[src/rtl/tile_cmd_sequencer.sv]
// Host-command sequencer for a compute_tile: queues commands, drives switch frames, returns results.
// Optional frame counter enabled by defining TILE_CMD_SEQ_FRAME_COUNT_EN.
module tile_cmd_sequencer #(
  parameter int DEPTH      = 4,
  parameter int RESULT_LAT = 2
) (
  input  logic                      clk,
  input  logic                      rst_n,
  input  logic                      cmd_valid,
  output logic                      cmd_ready,
  input  logic [1:0]                cmd_type,
  input  logic [5:0]                cmd_payload,
  output logic                      res_valid,
  input  logic                      res_ready,
  output logic [7:0]                res_data,
  output logic [7:0]                switch_data_out,
  input  logic [7:0]                switch_data_in,
  output logic                      busy,
  output logic [$clog2(DEPTH):0]    fifo_level,
  output logic [7:0]                frame_count
);

  localparam int AW = $clog2(DEPTH);
  localparam int LW = AW + 1;
  localparam int CW = (RESULT_LAT > 1) ? $clog2(RESULT_LAT) : 1;

  typedef enum logic [1:0] {IDLE, WAIT, HOLD} state_t;

  state_t          state_reg, state_next;
  logic [CW-1:0]   cnt_reg, cnt_next;
  logic            res_valid_reg, res_valid_next;
  logic [7:0]      res_data_reg, res_data_next;
  logic [7:0]      frame_reg, frame_next;
  logic [AW-1:0]   rd_ptr_reg, wr_ptr_reg;
  logic [LW-1:0]   level_reg;
  logic [7:0]      mem [DEPTH];
  logic [7:0]      head;
  logic            push, pop;

  assign cmd_ready       = (level_reg != LW'(DEPTH));
  assign push            = cmd_valid && cmd_ready;
  assign head            = mem[rd_ptr_reg];
  assign res_valid       = res_valid_reg;
  assign res_data        = res_data_reg;
  assign switch_data_out = frame_reg;
  assign fifo_level      = level_reg;
  assign busy            = (state_reg != IDLE) || (level_reg != '0);

  // Storage carries no reset; entries are only read while the level says they are valid.
  always_ff @(posedge clk) begin
    if (push) mem[wr_ptr_reg] <= {cmd_type, cmd_payload};
  end

  always_ff @(posedge clk or negedge rst_n) begin
    if (!rst_n) begin
      rd_ptr_reg <= '0;
      wr_ptr_reg <= '0;
      level_reg  <= '0;
    end else begin
      if (push) wr_ptr_reg <= wr_ptr_reg + 1'b1;
      if (pop)  rd_ptr_reg <= rd_ptr_reg + 1'b1;
      case ({push, pop})
        2'b10:   level_reg <= level_reg + LW'(1);
        2'b01:   level_reg <= level_reg - LW'(1);
        default: level_reg <= level_reg;
      endcase
    end
  end

  always_ff @(posedge clk or negedge rst_n) begin
    if (!rst_n) begin
      state_reg     <= IDLE;
      cnt_reg       <= '0;
      res_valid_reg <= 1'b0;
      res_data_reg  <= 8'h00;
      frame_reg     <= 8'h00;
    end else begin
      state_reg     <= state_next;
      cnt_reg       <= cnt_next;
      res_valid_reg <= res_valid_next;
      res_data_reg  <= res_data_next;
      frame_reg     <= frame_next;
    end
  end

  // The frame register is never cleared between commands: the tile re-applies it every cycle.
  always_comb begin
    state_next     = state_reg;
    cnt_next       = cnt_reg;
    res_valid_next = res_valid_reg;
    res_data_next  = res_data_reg;
    frame_next     = frame_reg;
    pop            = 1'b0;
    case (state_reg)
      IDLE: begin
        if (level_reg != '0) begin
          pop        = 1'b1;
          frame_next = head;
          if (head[7]) begin
            state_next = WAIT;
            cnt_next   = CW'(RESULT_LAT - 1);
          end
        end
      end
      WAIT: begin
        if (cnt_reg == '0) begin
          res_data_next  = switch_data_in;
          res_valid_next = 1'b1;
          state_next     = HOLD;
        end else begin
          cnt_next = cnt_reg - 1'b1;
        end
      end
      HOLD: begin
        if (res_valid_reg && res_ready) begin
          res_valid_next = 1'b0;
          state_next     = IDLE;
        end
      end
      default: state_next = IDLE;
    endcase
  end

`ifdef TILE_CMD_SEQ_FRAME_COUNT_EN
  logic [7:0] frame_count_reg;

  always_ff @(posedge clk or negedge rst_n) begin
    if (!rst_n)   frame_count_reg <= 8'h00;
    else if (pop) frame_count_reg <= frame_count_reg + 8'h01;
  end

  assign frame_count = frame_count_reg;
`else
  assign frame_count = 8'h00;
`endif

endmodule
[config.mk]
export PLATFORM = sky130hd
export DESIGN_NAME = tile_cmd_sequencer
export DESIGN_NICKNAME = d
export VERILOG_FILES = /design/src/rtl/tile_cmd_sequencer.sv
export SDC_FILE = /design/constraint.sdc
export NUM_CORES = 1
export LEC_CHECK = 0
export ABC_AREA = 1
export CORE_MARGIN = 2
export CORE_UTILIZATION = 55
export CTS_CLUSTER_DIAMETER = 100
export DETAILED_ROUTE_END_ITERATION = 16
export PLACE_DENSITY = 0.87
export SETUP_SLACK_MARGIN = 0.4
export SYNTH_ARGS = -nofsm -noshare
export SYNTH_HDL_FRONTEND = slang
export SYNTH_SLANG_ARGS = --single-unit
[constraint.sdc]
create_clock -name clk -period 5.15 [get_ports clk]
set_input_delay 1.03 -clock clk [delete_from_list [all_inputs] [get_ports clk]]
set_output_delay 1.03 -clock clk [all_outputs]
set_load 0.005 [all_outputs]
# Word-level counts from Yosys, hierarchy flattened
# Memories as Yosys holds them, arrays and structs flattened.
# Cells that the tools add are included.
# word_totals
ff_bits,27
mem_bits_rw,32
inputBits,20
output_inout_bits,30
wordCells,55
memories,1
# mem_list
name,words,word_bits,read_ports,rd_ports_with_merged_regs,write_ports,line,text
mem,4,8,1,0,1,36,logic [7:0] mem [DEPTH];
# op_classes
add_sub_neg,5
n_eq_ne,9
muxes,17
n_bitwise,1
n_reduce_logical,14
# ops
cell,n
1-bit two-way mux,9
2-bit two-way mux,4
"2-bit inequality test, second input constant",4
2-bit nonzero test,4
2-bit one-hot mux with 3 select lines,1
3-bit one-hot mux with 2 select lines,1
3-bit AND reduction,2
"2-bit by 1-bit adder with 2-bit output, second input constant",2
"2-bit by 1-bit == test with 1-bit output, second input constant",2
"2-bit == test, second input constant",2
1-bit one-hot mux with 2 select lines,2
2-bit AND reduction,2
4-bit AND reduction,1
"3-bit by 1-bit adder with 3-bit output, second input constant",1
"3-bit inequality test, second input constant",1
3-bit nonzero test,1
"3-bit by 1-bit subtractor with 3-bit output, second input constant",1
1-bit logical AND,2
2-bit zero test,1
1-bit logical OR,1
1-bit inverter,1
"1-bit subtractor, second input constant",1

# Depth between registers and ports, before layout
# depth
depth_word,5
ltp_mapped,10
mapped_depth_nobuf,10

# Least setup slack after synthesis
# OpenSTA, ideal clock, no wires.
# synth_timing
kind,input port to flip-flop
startpoint,input port cmd_valid
endpoint,register level_reg[2] (netlist: fifo_level[2])
setup_time_ps,79
arrival_ps,2127
required_time_ps,5071
slack_ps,2944
stages,7
n_path_buf,0
path_cell_list,nand2_2 > ha_1 > inv_1 > fa_1 > or2_0 > nand2_1 > xor2_1
# synth_via
elab_chain_cells,3
# synth_lines
element,line,text
from (decl),9,"input logic cmd_valid,"
1-bit logical AND (*),41,assign push = cmd_valid && cmd_ready;
2-bit by 1-bit == test with 1-bit output or 2-bit == test (tied branches),62,"case ({push, pop})"
3-bit one-hot mux with 2 select lines or 2-bit nonzero test (tied branches),n/a,
to (signal assigned),63,2'b10: level_reg <= level_reg + LW'(1);
to (signal assigned),64,2'b01: level_reg <= level_reg - LW'(1);
to (signal assigned),65,default: level_reg <= level_reg;
to (decl),35,logic [LW-1:0] level_reg;
# Mark *: on every way between the ends. The rest lies on a longest branch, timed or not.
# A chain may end at the register's enable or synchronous reset.

# Worst setup path in the final report
# layout_timing
startpoint,register level_reg[1] (netlist: fifo_level[1])
endpoint,output port busy
# layout_via
elab_chain_cells,2
# layout_lines
element,line,text
3-bit nonzero test,47,assign busy = (state_reg != IDLE) || (level_reg != '0);
1-bit logical OR,47,
to (decl),18,"output logic busy,"
# Every way passes these cells.

==> flow_summary_export.csv <==
group,metric,value,unit
die,core_area,4630,µm²
setup_path,reg2reg_depth,9,
placed_design,port_buffers,41,
placed_design,dp_hpwl,3.20,mm
die,die_y,72.8,µm
clock_network,post-cts-setup-buffers,0,
clock_network,clk_path_buf_depth,2,
clock_network,cts_inserted_buffers,9,
die,io_pins,50,
clock_network,cts_hold_buf,0,
timing,maxSlewViolCount,0,
pwr,p_leak,1.38,nW
setup_path,path_max_fanout,4,
timing,fin_crit_sh,50.2,%
global_routing,antenna_found_initial,0,
clock_network,clkTransAtPathRegs,0.06,ns
die,die_area,5290,µm²
timing,tns,0,ns
timing,setup-violations-final,0,
layout,final_common_cell,"nand2_1",
logic_synthesis,ys_ff_latch,59,
global_routing,grt_pass1_vias,1701,
global_routing,grt_pass1_wl,7.68,mm
route,vias,1742,
route,drc,0,
logic_synthesis,ys_seq_area_share,62.9,%
logic_synthesis,synth_area,2600,µm²
run,max_cap_violations,0,
route,detail-route-antenna-nets,0,
setup_path,cp-start-kind,"register",
route,dr.pass1.iters,4,
pwr,p_sw,0.724,mW
layout,final_nets,311,
placed_design,gp_congestion,0.775,
timing,max_freq,0.387,GHz
layout,nFillCells,333,
logic_synthesis,syn_area_per_cell,10.9,µm²
die,initial_core_util,56.2,%
layout,syn_to_final_growth,22.9,%
pwr,ir_drop,0.368,mV
logic_synthesis,syn_inst,239,
layout,largest_register_ff_count,32,
timing,finalCriticalPeriod,2.58,ns
min_path,worstHoldPathType,"register to register",
setup_path,critPathKind,"register to output port",
route,wl,4.84,mm
global_routing,grt-ovfl-total,0,
setup_path,cp.arrival,1.55,ns
pwr,clockPowerShare,22.6,%
setup_path,r2r-start,"state_reg[1]",
pwr,power_switching_share,35.9,%
clock_network,cts_sinks,59,
timing,skew,0.00896,ns
setup_path,endpoint,"busy",
setup_path,cpMaxStageDelayCell,"clkdlybuf4s50_1",
clock_network,cts_resized,0,
clock_network,cts_max_level,3,
die,die_x,72.8,µm
setup_path,worstSetupEndpointType,"output port",
timing,relSlewSlack,43.5,%
timing,rsz0062_at_grt,"no",
route,wl_per_cell,14.1,µm
pwr,power,2.02,mW
setup_path,r2r_end,"fifo_level[2]",
layout,layout_common_cells,"61 x nand2_1, 41 x clkdlybuf4s50_1, 32 x edfxtp_1",
logic_synthesis,synth_area_leaders,"edfxtp_1 37%, dfrtp_1 26%, nand2_1 8.8%",
logic_synthesis,synth_cell_types,30,
setup_path,worstPathRequired,4.12,ns
pwr,power_frac_comb,37.9,%
pwr,seqPwrFrac,39.4,%
pwr,power_density,631,nW/µm²
layout,drive_gt1_share,13.1,%
logic_synthesis,yosys.area.top_type_share,37.0,%
clock_network,cts_tree,"done",
clock_network,cts-root-buf,"clkbuf_8",
layout,diodes,0,
route,via_per_inst,5.06,
logic_synthesis,yosysWarnings,0,
setup_path,cp_slowest_stage_delay,0.46,ns
pwr,intPower,1.29,mW
route,first_iter_violations,114,
setup_path,cp-startpoint,"fifo_level[1]",
logic_synthesis,synth_largest_area_cell,"edfxtp_1",
status,status,"finished, final reports clean",
setup_path,regToRegSetupSlack,3.02,ns
layout,final_cell_area,3200,µm²
setup_path,path_cells,"nor2_4, nand2_2, inv_1, nand2_1, clkdlybuf4s50_1",
global_routing,grt_usage,20.0,%
die,floorplan.rows,25,
timing,tightest_slew,0.848,ns
timing,hold_viol,0,
global_routing,grt_max_degree,28,
clock_network,insertion_delay,0.33,ns
placed_design,dpl-instance-area,2980,µm²
==> cells by family after synthesis <==
| family | synth area share (%) |
|---|---|
| AOI/OAI and AO/OA | 3.80 |
| xor gates and xnor gates | 1.64 |
| adders and majority gates | 3.18 |
| buffers and inverters | 7.75 |
| DFF | 62.9 |
| other | 0.144 |
| and+or+nand+nor | 20.5 |
==> cell type report <==
| type | instances | area (µm²) | share of cell area (%) |
|---|---|---|---|
| Timing Repair Buffer | 42 | 418 | 13.1 |
| Clock buffer | 11 | 141 | 4.42 |
| Sequential cell | 59 | 1640 | 51.2 |
| Multi-Input combinational cell | 157 | 788 | 24.7 |
| Tap cell | 54 | 67.6 | 2.11 |
| Clock inverter | 5 | 76.3 | 2.39 |
| Inverter | 16 | 67.6 | 2.11 |
==> power groups by stage <==
stage          clock network [mW]  registers (mW)  logic, mW
2_1_floorplan                   0           0.754      0.553
5_1_grt                     0.484           0.815      0.866
3_5_place_dp                    0           0.800      0.766
6_report                    0.457           0.795      0.766
4_1_cts                     0.465           0.796      0.775
3_3_place_gp                    0           0.794      0.734
==> worst min path at each step <==
| stage | from | endpoint | slack (ns) | cells after the start |
|---|---|---|---|---|
| detailed placement | res_data[0] | res_data[0] | 0.46 | 2 |
| finish | res_data[0] | res_data[0] | 0.47 | 2 |
| floorplan | cnt_reg | state_reg[0] | 0.45 | 2 |
| CTS | res_data[0] | res_data[0] | 0.47 | 2 |
| global placement | res_data[0] | res_data[0] | 0.45 | 2 |
| global route | res_data[0] | res_data[0] | 0.50 | 2 |
==> critical path: cells and delay by family (launching register included) <==
kind / cells / cell delay, ns
buffers and inverters: 2 / 0.52
DFF: 1 / 0.43
and+or+nand+nor: 3 / 0.29
==> through the flow <==
stage | std cells | setup WS (ns) | hold slack, ns | utilization, %
after floorplan | 246 | 2.94 | 0.450 | -
after global placement | 328 | 2.44 | 0.453 | 64.3
after detailed placement | 328 | 2.40 | 0.458 | 64.3
after CTS | 344 | 2.54 | 0.474 | 69.0
after global routing | 344 | 2.45 | 0.499 | 69.0
final | 344 | 2.57 | 0.471 | 69.0
==> synth_stat cells <==
cell type and n:
dfrtp_1 27, buf_12 1, buf_8 1, nor2_2 8, a21oi_1 3, o21ai_1 8, inv_6 1, nand3_1 12
fa_1 1, edfxtp_1 32, xnor2_1 1, buf_6 3, nand3_2 3, o21ai_0 7, or2_0 1, inv_2 1
nor2_4 1, conb_1 1, ha_1 5, nand2_4 1, nor2_1 28, xor2_1 2, inv_4 1, xor2_2 1
nand2_1 61, nand2_2 5, inv_1 13, buf_4 8, o21ai_2 1, buf_2 1
==> per-layer routing <==
layer	vias up	track usage [%]	routed length (µm)
met5	-	0	0
met2	47	32.3	2580
met1	836	23.7	1990
met4	0	13.6	69
li1	853	-	-
met3	6	4.70	207
Note: power is estimated with default switching activity, not from simulation.
